**src/rtl/mdio_pkg.sv**
```systemverilog
// Shared types and constants for the Clause 22 MDIO responder.
package mdio_pkg;

    typedef enum logic [2:0] {
        StPre,
        StSt,
        StOp,
        StPhyad,
        StRegad,
        StTa,
        StData
    } mdio_state_e;

    localparam logic [1:0] OP_WRITE = 2'b01;
    localparam logic [1:0] OP_READ  = 2'b10;

    localparam int unsigned PHYAD_W      = 5;
    localparam int unsigned REGAD_W      = 5;
    localparam int unsigned DATA_W       = 16;
    localparam int unsigned NUM_REGS     = 32;
    localparam int unsigned MDIO_PRE_LEN = 32;

endpackage

```
**src/rtl/mdio_edge_sync.sv**
```systemverilog
// Synchronises MDC and MDIO into the system clock and flags MDC edges.
// Both inputs share the same flop depth so each MDIO sample lines up with its MDC edge.
module mdio_edge_sync #(
    parameter int unsigned SYNC_STAGES = 2
) (
    input  logic clk_i,
    input  logic rst_i,
    input  logic mdc_i,
    input  logic mdio_i,
    output logic mdc_rise_o,
    output logic mdc_fall_o,
    output logic mdio_o
);

    logic [SYNC_STAGES-1:0] mdc_sync_q;
    logic [SYNC_STAGES-1:0] mdio_sync_q;
    logic                   mdc_prev_q;

    always_ff @(posedge clk_i) begin
        if (rst_i) begin
            mdc_sync_q  <= '0;
            mdio_sync_q <= '0;
            mdc_prev_q  <= 1'b0;
        end else begin
            mdc_sync_q  <= {mdc_sync_q[SYNC_STAGES-2:0], mdc_i};
            mdio_sync_q <= {mdio_sync_q[SYNC_STAGES-2:0], mdio_i};
            mdc_prev_q  <= mdc_sync_q[SYNC_STAGES-1];
        end
    end

    assign mdc_rise_o = mdc_sync_q[SYNC_STAGES-1] & ~mdc_prev_q;
    assign mdc_fall_o = ~mdc_sync_q[SYNC_STAGES-1] & mdc_prev_q;
    assign mdio_o     = mdio_sync_q[SYNC_STAGES-1];

endmodule

```
**src/rtl/mdio_responder.sv**
```systemverilog
// Clause 22 MDIO PHY-side responder with a 32 x 16-bit register file.
// Optional MDIO_PREAMBLE_SUPPRESS_EN lets a frame follow a clean frame without preamble.
module mdio_responder
    import mdio_pkg::*;
#(
    parameter logic [4:0]  PHY_ADDR     = 5'd0,
    parameter int unsigned SYNC_STAGES  = 2,
    parameter int unsigned MIN_PREAMBLE = MDIO_PRE_LEN,
    parameter logic [15:0] REG0_RESET   = 16'h1140,
    parameter logic [31:0] REG_RO_MASK  = 32'h0000_0002
) (
    input  logic        rgmii_clk_in,
    input  logic        sys_rst,
    input  logic        mdc_in,
    input  logic        mdio_i,
    output logic        mdio_o,
    output logic        mdio_t,
    output logic        wr_valid,
    output logic [4:0]  wr_regad,
    output logic [15:0] wr_data,
    output logic        rd_valid,
    output logic        frame_err,
    output logic [15:0] ctrl_reg
);

    localparam logic [5:0] MinPre = 6'(MIN_PREAMBLE);

    logic mdc_rise, mdc_fall, mdio_s;

    mdio_edge_sync #(
        .SYNC_STAGES(SYNC_STAGES)
    ) u_edge_sync (
        .clk_i     (rgmii_clk_in),
        .rst_i     (sys_rst),
        .mdc_i     (mdc_in),
        .mdio_i    (mdio_i),
        .mdc_rise_o(mdc_rise),
        .mdc_fall_o(mdc_fall),
        .mdio_o    (mdio_s)
    );

    mdio_state_e         state_q, state_d;
    logic [5:0]          pre_cnt_q, pre_cnt_d;
    logic [3:0]          bit_cnt_q, bit_cnt_d;
    logic [DATA_W-1:0]   fld_q, fld_d, fld_shift;
    logic                is_read_q, is_read_d;
    logic                match_q, match_d;
    logic [REGAD_W-1:0]  regad_q, regad_d;
    logic [DATA_W-1:0]   regs_q [NUM_REGS];
    logic [DATA_W-1:0]   regs_d [NUM_REGS];
    logic                drv_q, drv_d;
    logic [4:0]          rd_left_q, rd_left_d;
    logic [DATA_W:0]     rd_sh_q, rd_sh_d;
    logic                mdio_o_q, mdio_o_d;
    logic                mdio_t_q, mdio_t_d;
    logic                wr_valid_q, wr_valid_d;
    logic [REGAD_W-1:0]  wr_regad_q, wr_regad_d;
    logic [DATA_W-1:0]   wr_data_q, wr_data_d;
    logic                rd_valid_q, rd_valid_d;
    logic                frame_err_q, frame_err_d;
    logic                err;
    logic                fast_st;

`ifdef MDIO_PREAMBLE_SUPPRESS_EN
    logic sup_ok_q, sup_ok_d;
    assign fast_st = sup_ok_q;
`else
    assign fast_st = 1'b0;
`endif

    assign fld_shift = {fld_q[DATA_W-2:0], mdio_s};

    always_comb begin
        state_d     = state_q;
        pre_cnt_d   = pre_cnt_q;
        bit_cnt_d   = bit_cnt_q;
        fld_d       = fld_q;
        is_read_d   = is_read_q;
        match_d     = match_q;
        regad_d     = regad_q;
        regs_d      = regs_q;
        drv_d       = drv_q;
        rd_left_d   = rd_left_q;
        rd_sh_d     = rd_sh_q;
        mdio_o_d    = mdio_o_q;
        mdio_t_d    = mdio_t_q;
        wr_valid_d  = 1'b0;
        wr_regad_d  = wr_regad_q;
        wr_data_d   = wr_data_q;
        rd_valid_d  = 1'b0;
        frame_err_d = 1'b0;
        err         = 1'b0;
`ifdef MDIO_PREAMBLE_SUPPRESS_EN
        sup_ok_d    = sup_ok_q;
`endif

        if (mdc_rise) begin
            unique case (state_q)
                StPre: begin
`ifdef MDIO_PREAMBLE_SUPPRESS_EN
                    // Skipping the preamble is only allowed on the very first PRE bit.
                    sup_ok_d = 1'b0;
`endif
                    if (mdio_s) begin
                        if (pre_cnt_q != 6'd63) pre_cnt_d = pre_cnt_q + 6'd1;
                    end else if (pre_cnt_q >= MinPre || fast_st) begin
                        state_d   = StSt;
                        pre_cnt_d = '0;
                    end else begin
                        pre_cnt_d = '0;
                    end
                end
                StSt: begin
                    if (mdio_s) begin
                        state_d   = StOp;
                        bit_cnt_d = '0;
                    end else begin
                        err = 1'b1;
                    end
                end
                StOp: begin
                    fld_d = fld_shift;
                    if (bit_cnt_q == 4'd1) begin
                        bit_cnt_d = '0;
                        state_d   = StPhyad;
                        if (fld_shift[1:0] == OP_WRITE) is_read_d = 1'b0;
                        else if (fld_shift[1:0] == OP_READ) is_read_d = 1'b1;
                        else err = 1'b1;
                    end else begin
                        bit_cnt_d = bit_cnt_q + 4'd1;
                    end
                end
                StPhyad: begin
                    fld_d = fld_shift;
                    if (bit_cnt_q == 4'(PHYAD_W - 1)) begin
                        match_d   = (fld_shift[PHYAD_W-1:0] == PHY_ADDR);
                        bit_cnt_d = '0;
                        state_d   = StRegad;
                    end else begin
                        bit_cnt_d = bit_cnt_q + 4'd1;
                    end
                end
                StRegad: begin
                    fld_d = fld_shift;
                    if (bit_cnt_q == 4'(REGAD_W - 1)) begin
                        regad_d   = fld_shift[REGAD_W-1:0];
                        // Leading 0 is the PHY's half of the turnaround.
                        rd_sh_d   = {1'b0, regs_q[fld_shift[REGAD_W-1:0]]};
                        bit_cnt_d = '0;
                        state_d   = StTa;
                    end else begin
                        bit_cnt_d = bit_cnt_q + 4'd1;
                    end
                end
                StTa: begin
                    if (bit_cnt_q == 4'd0) begin
                        bit_cnt_d = 4'd1;
                        if (!is_read_q && !mdio_s) begin
                            err = 1'b1;
                        end else if (is_read_q && match_q) begin
                            drv_d     = 1'b1;
                            rd_left_d = 5'(DATA_W + 1);
                        end
                    end else if (!is_read_q && mdio_s) begin
                        err = 1'b1;
                    end else begin
                        bit_cnt_d = '0;
                        state_d   = StData;
                    end
                end
                StData: begin
                    fld_d = fld_shift;
                    if (bit_cnt_q == 4'(DATA_W - 1)) begin
                        state_d   = StPre;
                        pre_cnt_d = '0;
                        bit_cnt_d = '0;
`ifdef MDIO_PREAMBLE_SUPPRESS_EN
                        sup_ok_d  = 1'b1;
`endif
                        if (!is_read_q && match_q && !REG_RO_MASK[regad_q]) begin
                            regs_d[regad_q] = fld_shift;
                            wr_valid_d      = 1'b1;
                            wr_regad_d      = regad_q;
                            wr_data_d       = fld_shift;
                        end
                    end else begin
                        bit_cnt_d = bit_cnt_q + 4'd1;
                    end
                end
                default: state_d = StPre;
            endcase
        end

        if (err) begin
            frame_err_d = 1'b1;
            state_d     = StPre;
            pre_cnt_d   = '0;
            bit_cnt_d   = '0;
`ifdef MDIO_PREAMBLE_SUPPRESS_EN
            sup_ok_d    = 1'b0;
`endif
        end

        if (mdc_fall && drv_q) begin
            if (rd_left_q != 5'd0) begin
                mdio_t_d   = 1'b0;
                mdio_o_d   = rd_sh_q[DATA_W];
                rd_sh_d    = {rd_sh_q[DATA_W-1:0], 1'b0};
                rd_left_d  = rd_left_q - 5'd1;
                rd_valid_d = (rd_left_q == 5'd1);
            end else begin
                mdio_t_d = 1'b1;
                mdio_o_d = 1'b0;
                drv_d    = 1'b0;
            end
        end
    end

    always_ff @(posedge rgmii_clk_in) begin
        if (sys_rst) begin
            state_q     <= StPre;
            pre_cnt_q   <= '0;
            bit_cnt_q   <= '0;
            fld_q       <= '0;
            is_read_q   <= 1'b0;
            match_q     <= 1'b0;
            regad_q     <= '0;
            for (int i = 0; i < NUM_REGS; i++) regs_q[i] <= (i == 0) ? REG0_RESET : '0;
            drv_q       <= 1'b0;
            rd_left_q   <= '0;
            rd_sh_q     <= '0;
            mdio_o_q    <= 1'b0;
            mdio_t_q    <= 1'b1;
            wr_valid_q  <= 1'b0;
            wr_regad_q  <= '0;
            wr_data_q   <= '0;
            rd_valid_q  <= 1'b0;
            frame_err_q <= 1'b0;
`ifdef MDIO_PREAMBLE_SUPPRESS_EN
            sup_ok_q    <= 1'b0;
`endif
        end else begin
            state_q     <= state_d;
            pre_cnt_q   <= pre_cnt_d;
            bit_cnt_q   <= bit_cnt_d;
            fld_q       <= fld_d;
            is_read_q   <= is_read_d;
            match_q     <= match_d;
            regad_q     <= regad_d;
            regs_q      <= regs_d;
            drv_q       <= drv_d;
            rd_left_q   <= rd_left_d;
            rd_sh_q     <= rd_sh_d;
            mdio_o_q    <= mdio_o_d;
            mdio_t_q    <= mdio_t_d;
            wr_valid_q  <= wr_valid_d;
            wr_regad_q  <= wr_regad_d;
            wr_data_q   <= wr_data_d;
            rd_valid_q  <= rd_valid_d;
            frame_err_q <= frame_err_d;
`ifdef MDIO_PREAMBLE_SUPPRESS_EN
            sup_ok_q    <= sup_ok_d;
`endif
        end
    end

    assign mdio_o    = mdio_o_q;
    assign mdio_t    = mdio_t_q;
    assign wr_valid  = wr_valid_q;
    assign wr_regad  = wr_regad_q;
    assign wr_data   = wr_data_q;
    assign rd_valid  = rd_valid_q;
    assign frame_err = frame_err_q;
    assign ctrl_reg  = regs_q[0];

endmodule

```
**config.mk**
```make
export PLATFORM = sky130hd
export DESIGN_NAME = mdio_responder
export DESIGN_NICKNAME = d
export VERILOG_FILES = /design/src/rtl/mdio_pkg.sv /design/src/rtl/mdio_edge_sync.sv /design/src/rtl/mdio_responder.sv
export SDC_FILE = /design/constraint.sdc
export NUM_CORES = 1
export LEC_CHECK = 0
export ABC_AREA = 1
export CORE_MARGIN = 2
export CORE_UTILIZATION = 55
export DETAILED_ROUTE_END_ITERATION = 12
export GPL_TIMING_DRIVEN = 1
export PLACE_DENSITY = 0.72
export SETUP_SLACK_MARGIN = 0.5
export SYNTH_ARGS = -nofsm -noshare
export SYNTH_HDL_FRONTEND = slang
export SYNTH_SLANG_ARGS = --single-unit
```
**constraint.sdc**
```tcl
create_clock -name rgmii_clk_in -period 4.7 [get_ports rgmii_clk_in]
set_clock_uncertainty 0.1 [all_clocks]
set_input_delay 0.94 -clock rgmii_clk_in [delete_from_list [all_inputs] [get_ports rgmii_clk_in]]
set_output_delay 0.94 -clock rgmii_clk_in [all_outputs]
set_load 0.05 [all_outputs]
```
# After elaboration in Yosys (flattened, before gate mapping)

Memories as Yosys holds them, arrays and structs flattened. A register that Yosys moved wholly into a read port is not among the register bits.
Index checks and enable logic that the tools add are counted.

Flip-flop bits (word level): 601
ROM bits: 32
Input bits: 4
Output and inout port bits: 42
Word-level logic and storage cells: 190
Memories: 1

Add/subtract/negate cells: 3
Magnitude comparators: 5
Equal/unequal tests: 24
Mux-type cells: 64
Bitwise logic cells: 11
Reduce and logical (&&, ||, !) cells: 30

Memory list:

| memory           | words | width | rd ports | clocked after Yosys merged registers in | wr ports | line                  | source |
|---|---|---|---|---|---|---|---|
| (name not given) | 32    | 1     | 1        | 1                                       | 0        | mdio_responder.sv:180 | `if (!is_read_q && match_q && !REG_RO_MASK[regad_q]) begin` |

Operators with widths:

| kind                  | count |
|---|---|
| $bwmux W512           | 1 |
| $mux W17              | 5 |
| $bmux W16 S5          | 1 |
| $demux W16 S5         | 1 |
| $mux W16              | 3 |
| $mux W5               | 9 |
| $mux W3               | 9 |
| $mux W4               | 6 |
| $mux W1               | 22 |
| $pmux W3 S7           | 1 |
| $pmux W4 S5           | 1 |
| $ge A6 B6 Y1 const B  | 3 |
| $mux W6               | 3 |
| $ne A2 B2 Y1 const B  | 8 |
| $reduce_and A4 Y1     | 4 |
| $not A5 Y6            | 2 |
| $pmux W6 S2           | 1 |
| $reduce_and A10 Y1    | 1 |
| $reduce_bool A5 Y1    | 2 |
| $eq A3 B3 Y1 const B  | 3 |
| $reduce_or A4 Y1      | 2 |
| $logic_and A1 B1 Y1   | 7 |
| $not A1 Y1            | 7 |
| $add A6 B1 Y6 const B | 1 |
| other kinds (26)      | 34 |

# Logic depth before layout (Yosys ltp)

Depth after elaboration: 9
Mapped depth: 14

# Hierarchy

From an unflattened synthesis, not the netlist that was laid out.

Cell total of the unflattened synthesis: 4064
Area total of the unflattened synthesis: 27516.4 µm²

By module, submodules not included:

| module         | instances | cells an instance | area each (µm²) | sequential area each (µm²) |
|---|---|---|---|---|
| mdio_responder | 1         | 4046              | 27367.5         | 11951.5 |
| mdio_edge_sync | 1         | 18                | 148.9           | 100.1 |

# Least setup slack after synthesis

No wires, ideal clock.

Kind: input to register
Start: input sys_rst
End: register regs_q[245] (netlist name)
Library setup time: 0.070 ns
Data arrival time: 2.161 ns
Data required time: 4.530 ns
Setup slack: 2.369 ns
Stages: 7
Path through: clkbuf_1 > inv_1 > clkbuf_1 > buf_1 > clkbuf_1 > o21ai_0 > a21oi_1

RTL lines:

| item                 | line                  | source |
|---|---|---|
| start, declared      | mdio_responder.sv:13  | `input logic sys_rst,` |
| end signal, assigned | mdio_responder.sv:250 | `regs_q <= regs_d;` |
| end, declared        | mdio_responder.sv:49  | `logic [DATA_W-1:0] regs_q [NUM_REGS];` |

# Worst setup path in the final report

Start: register bit_cnt_q[0]
End: register regs_q[316] (netlist name)

Word-level cells in the longest chain between the ends: 2

Ends and longest elaborated chain:

| item                        | line                  | source |
|---|---|---|
| start, declared             | mdio_responder.sv:44  | `logic [3:0] bit_cnt_q, bit_cnt_d;` |
| start signal, assigned      | mdio_responder.sv:245 | `bit_cnt_q <= bit_cnt_d;` |
| $eq A4 B4 Y1                | mdio_responder.sv:173 | `if (bit_cnt_q == 4'(DATA_W - 1)) begin` |
| $reduce_and A4 Y1 (no line) | -                     |  |

No other way between the ends.
A chain may end at the register's enable or synchronous reset.

==> summary.md <==
| Metric | Value |
|---|---|
| CP endpoint kind | `register` |
| Top reg by flops | `regs_q` |
| Site row count | `between 80 and 90` |
| Grt ovf | `0` |
| Root Buffer | `clkbuf_16` |
| Post-DP HPWL | `43200 µm` |
| Max-slew violations | `0` |
| Setup violators final | `0` |
| Die area | `51700 µm²` |
| DRC viols | `0` |
| Power Dens Cells | `roughly 360 nW/µm²` |
| Mapped Cells | `4072` |
| Num CTS Buffers | `66` |
| Synth top area share | `0.439` |
| Gr usage total | `0.293` |
| Die width | `between 200 and 250 µm` |
| Antenna violations before repair | `0` |
| Fin nets | `3907` |
| Share of layout cells above drive strength 1 | `0.0437` |
| Tmin final | `3320 ps` |
| Initial Utilization | `0.560` |
| Gpl congestion | `just under 0.9` |
| Core ar. | `49100 µm²` |
| Resize count post-CTS | `0` |
| Avg Inst Size Synth | `6.74 µm²` |
| DR pass1 iterations | `5` |
| CTS clk-pin slew, worst paths | `60 ps` |
| Post-CTS setup buffer count | `0` |
| IO Count | `46` |
| Initial detailed-routing violation count | `between 2000 and 3000` |
| Register area share after synthesis | `0.439` |
| Area Growth Syn to Fin | `9.08%` |
| ANT nets after route | `0` |
| Setup TNS | `0 ps` |
| Final Instance Area | `29900 µm²` |
| CTS Buffer Depth | `3` |
| Max-cap viol count | `0` |
| CP Class | `register to register` |
| Critical Path Start Type | `register` |
| First-pass GRT wire length | `121000 µm` |
| WL per Instance | `16.4 µm` |
| Synth area leader | `dfxtp_1` |
| Final Util | `0.610` |
| H-tree depth | `3` |
| Period Utilization, post-route | `0.706` |
| Diodes inserted | `0` |
| Vias in the first global route | `22200` |
| Clk sinks | `602` |
| Most frequent cells in the layout | `nand2_1 (840), inv_1 (609), dfxtp_1 (598)` |
| Async SR Flop Fraction | `0` |
| Final hold violation count | `0` |
| Max reg flops | `496` |
| Hold Crit Class | `register to register` |
| CP max FO | `29` |
| Worst VDD drop | `0.000326 V` |
| CTS Hold Bufs | `0` |
| Commonest non-fill, non-tap cell in the layout | `nand2_1` |
| Status | `complete, no violations` |
| Library cells used by synthesis | `30` |
| RSZ-0062 raised after global routing | `no` |
| Ys flop type | `dfxtp_1` |
| I/O Buffers | `45` |
| Via count | `24800` |
| Max-slew headroom | `0.308` |
| Fmax | `301 MHz` |
| Pin slew with the least headroom to its limit | `1030 ps` |
| Top Registers | `regs_q: 496 flops, rd_sh_q: 17 flops` |
| Largest net degree at the start of global routing | `135` |
| Post-synthesis register bit count | `602` |
| CP Data Arrival Time | `~3700 ps` |
| Final WL | `75600 µm` |
| Req. time, crit path | `between 5000 and 6000 ps` |
| Post-synth EDFFs | `0` |
| Post-Place Cell Area | `27800 µm²` |
| Worst-skew pair later-pin latency | `roughly 600 ps` |
| Post-Syn Area | `27400 µm²` |
| Largest cells by area after synthesis | `dfxtp_1 (44%), nand2_1 (11%), a21oi_1 (10%)` |
| Vert. Die Dim | `227 µm` |
| Synthesis Warnings | `0` |
| Synthesized Nets | `4085` |
| Via/cell ratio | `5.39` |
| CTS tree | `built` |
| LEAKAGE | `roughly 12 nW` |
==> critical path, cell delays in order, from the launching register on <==
cell	delay, ps
dfxtp_1	390
ha_1	220
nand3_1	150
nor3_1	230
nand2_2	190
nor2_4	610
nand2_1	780
o21ai_0	440
nor2_1	80
==> final cells by class <==
class	instances	area [µm²]
multi-input combinational	2509	11600
tap	664	831
clock buffer	102	2030
clock inverter	12	91.3
sequential	602	12100
timing repair buffer	101	958
inverter	614	2320
fill	4688	19100
==> cells by family after synthesis <==
group	synth area share
buffers and inverters	0.137
AOI/OAI and AO/OA	0.216
xor gates and xnor gates	0.000958
adders and majority gates	0.00410
and+or+nand+nor	0.203
DFF	0.439
==> cells in the mapped netlist (2+ instances only) <==
cell,count
a211oi_1,23
a21boi_0,2
a21oi_1,558
a31oi_1,2
buf_1,17
buf_2,67
buf_4,18
clkbuf_1,245
clkinv_1,4
dfxtp_1,602
ha_1,9
inv_1,610
nand2_1,840
nand3_1,381
nor2_1,90
nor2_2,3
nor3_1,12
nor3_2,3
nor3b_1,2
nor4_1,2
o211ai_1,22
o21ai_0,551
xor2_1,2
==> worst paths after layout <==
check / slack, ps / cells past startpoint / to / start
max: 1380 / 8 / regs_q[316] / bit_cnt_q[0]
min: 300 / 2 / u_edge_sync.mdio_sync_q[1] / u_edge_sync.mdio_sync_q[0]
max reg2reg: 1380 / 8 / regs_q[316] / bit_cnt_q[0]
min reg2reg: 300 / 2 / u_edge_sync.mdio_sync_q[1] / u_edge_sync.mdio_sync_q[0]
==> metrics by stage <==
stage | power [mW] | std cells | hold slack (ps) | setup WS, ps
2_1_floorplan | 5.52 | 4072 | 288 | 2370
3_3_place_gp | 5.60 | 4490 | 284 | 1580
3_5_place_dp | 5.61 | 4490 | 291 | 1480
4_1_cts | 10.7 | 4604 | 300 | 1440
5_1_grt | 11.0 | 4604 | 329 | 1100
6_report | 10.6 | 4604 | 300 | 1380
==> power breakdown <==
group | leakage, nW | internal [mW] | switching (mW) | total, mW
Sequential | 4.85 | 5.10 | 0.00322 | 5.11
Clock | 1.05 | 3.02 | 2.11 | 5.13
Combinational | 6.43 | 0.119 | 0.277 | 0.395
Total | 12.3 | 8.25 | 2.39 | 10.6
==> per-layer routing <==
layer / up-vias / share of wire / global-route usage
li1: 12600 / - / -
met1: 11300 / 0.46 / 0.409
met2: 719 / 0.45 / 0.465
met3: 127 / 0.066 / 0.0458
met4: 0 / 0.027 / 0.0978
met5: - / 0 / 0
(Power assumes the default switching activity.)
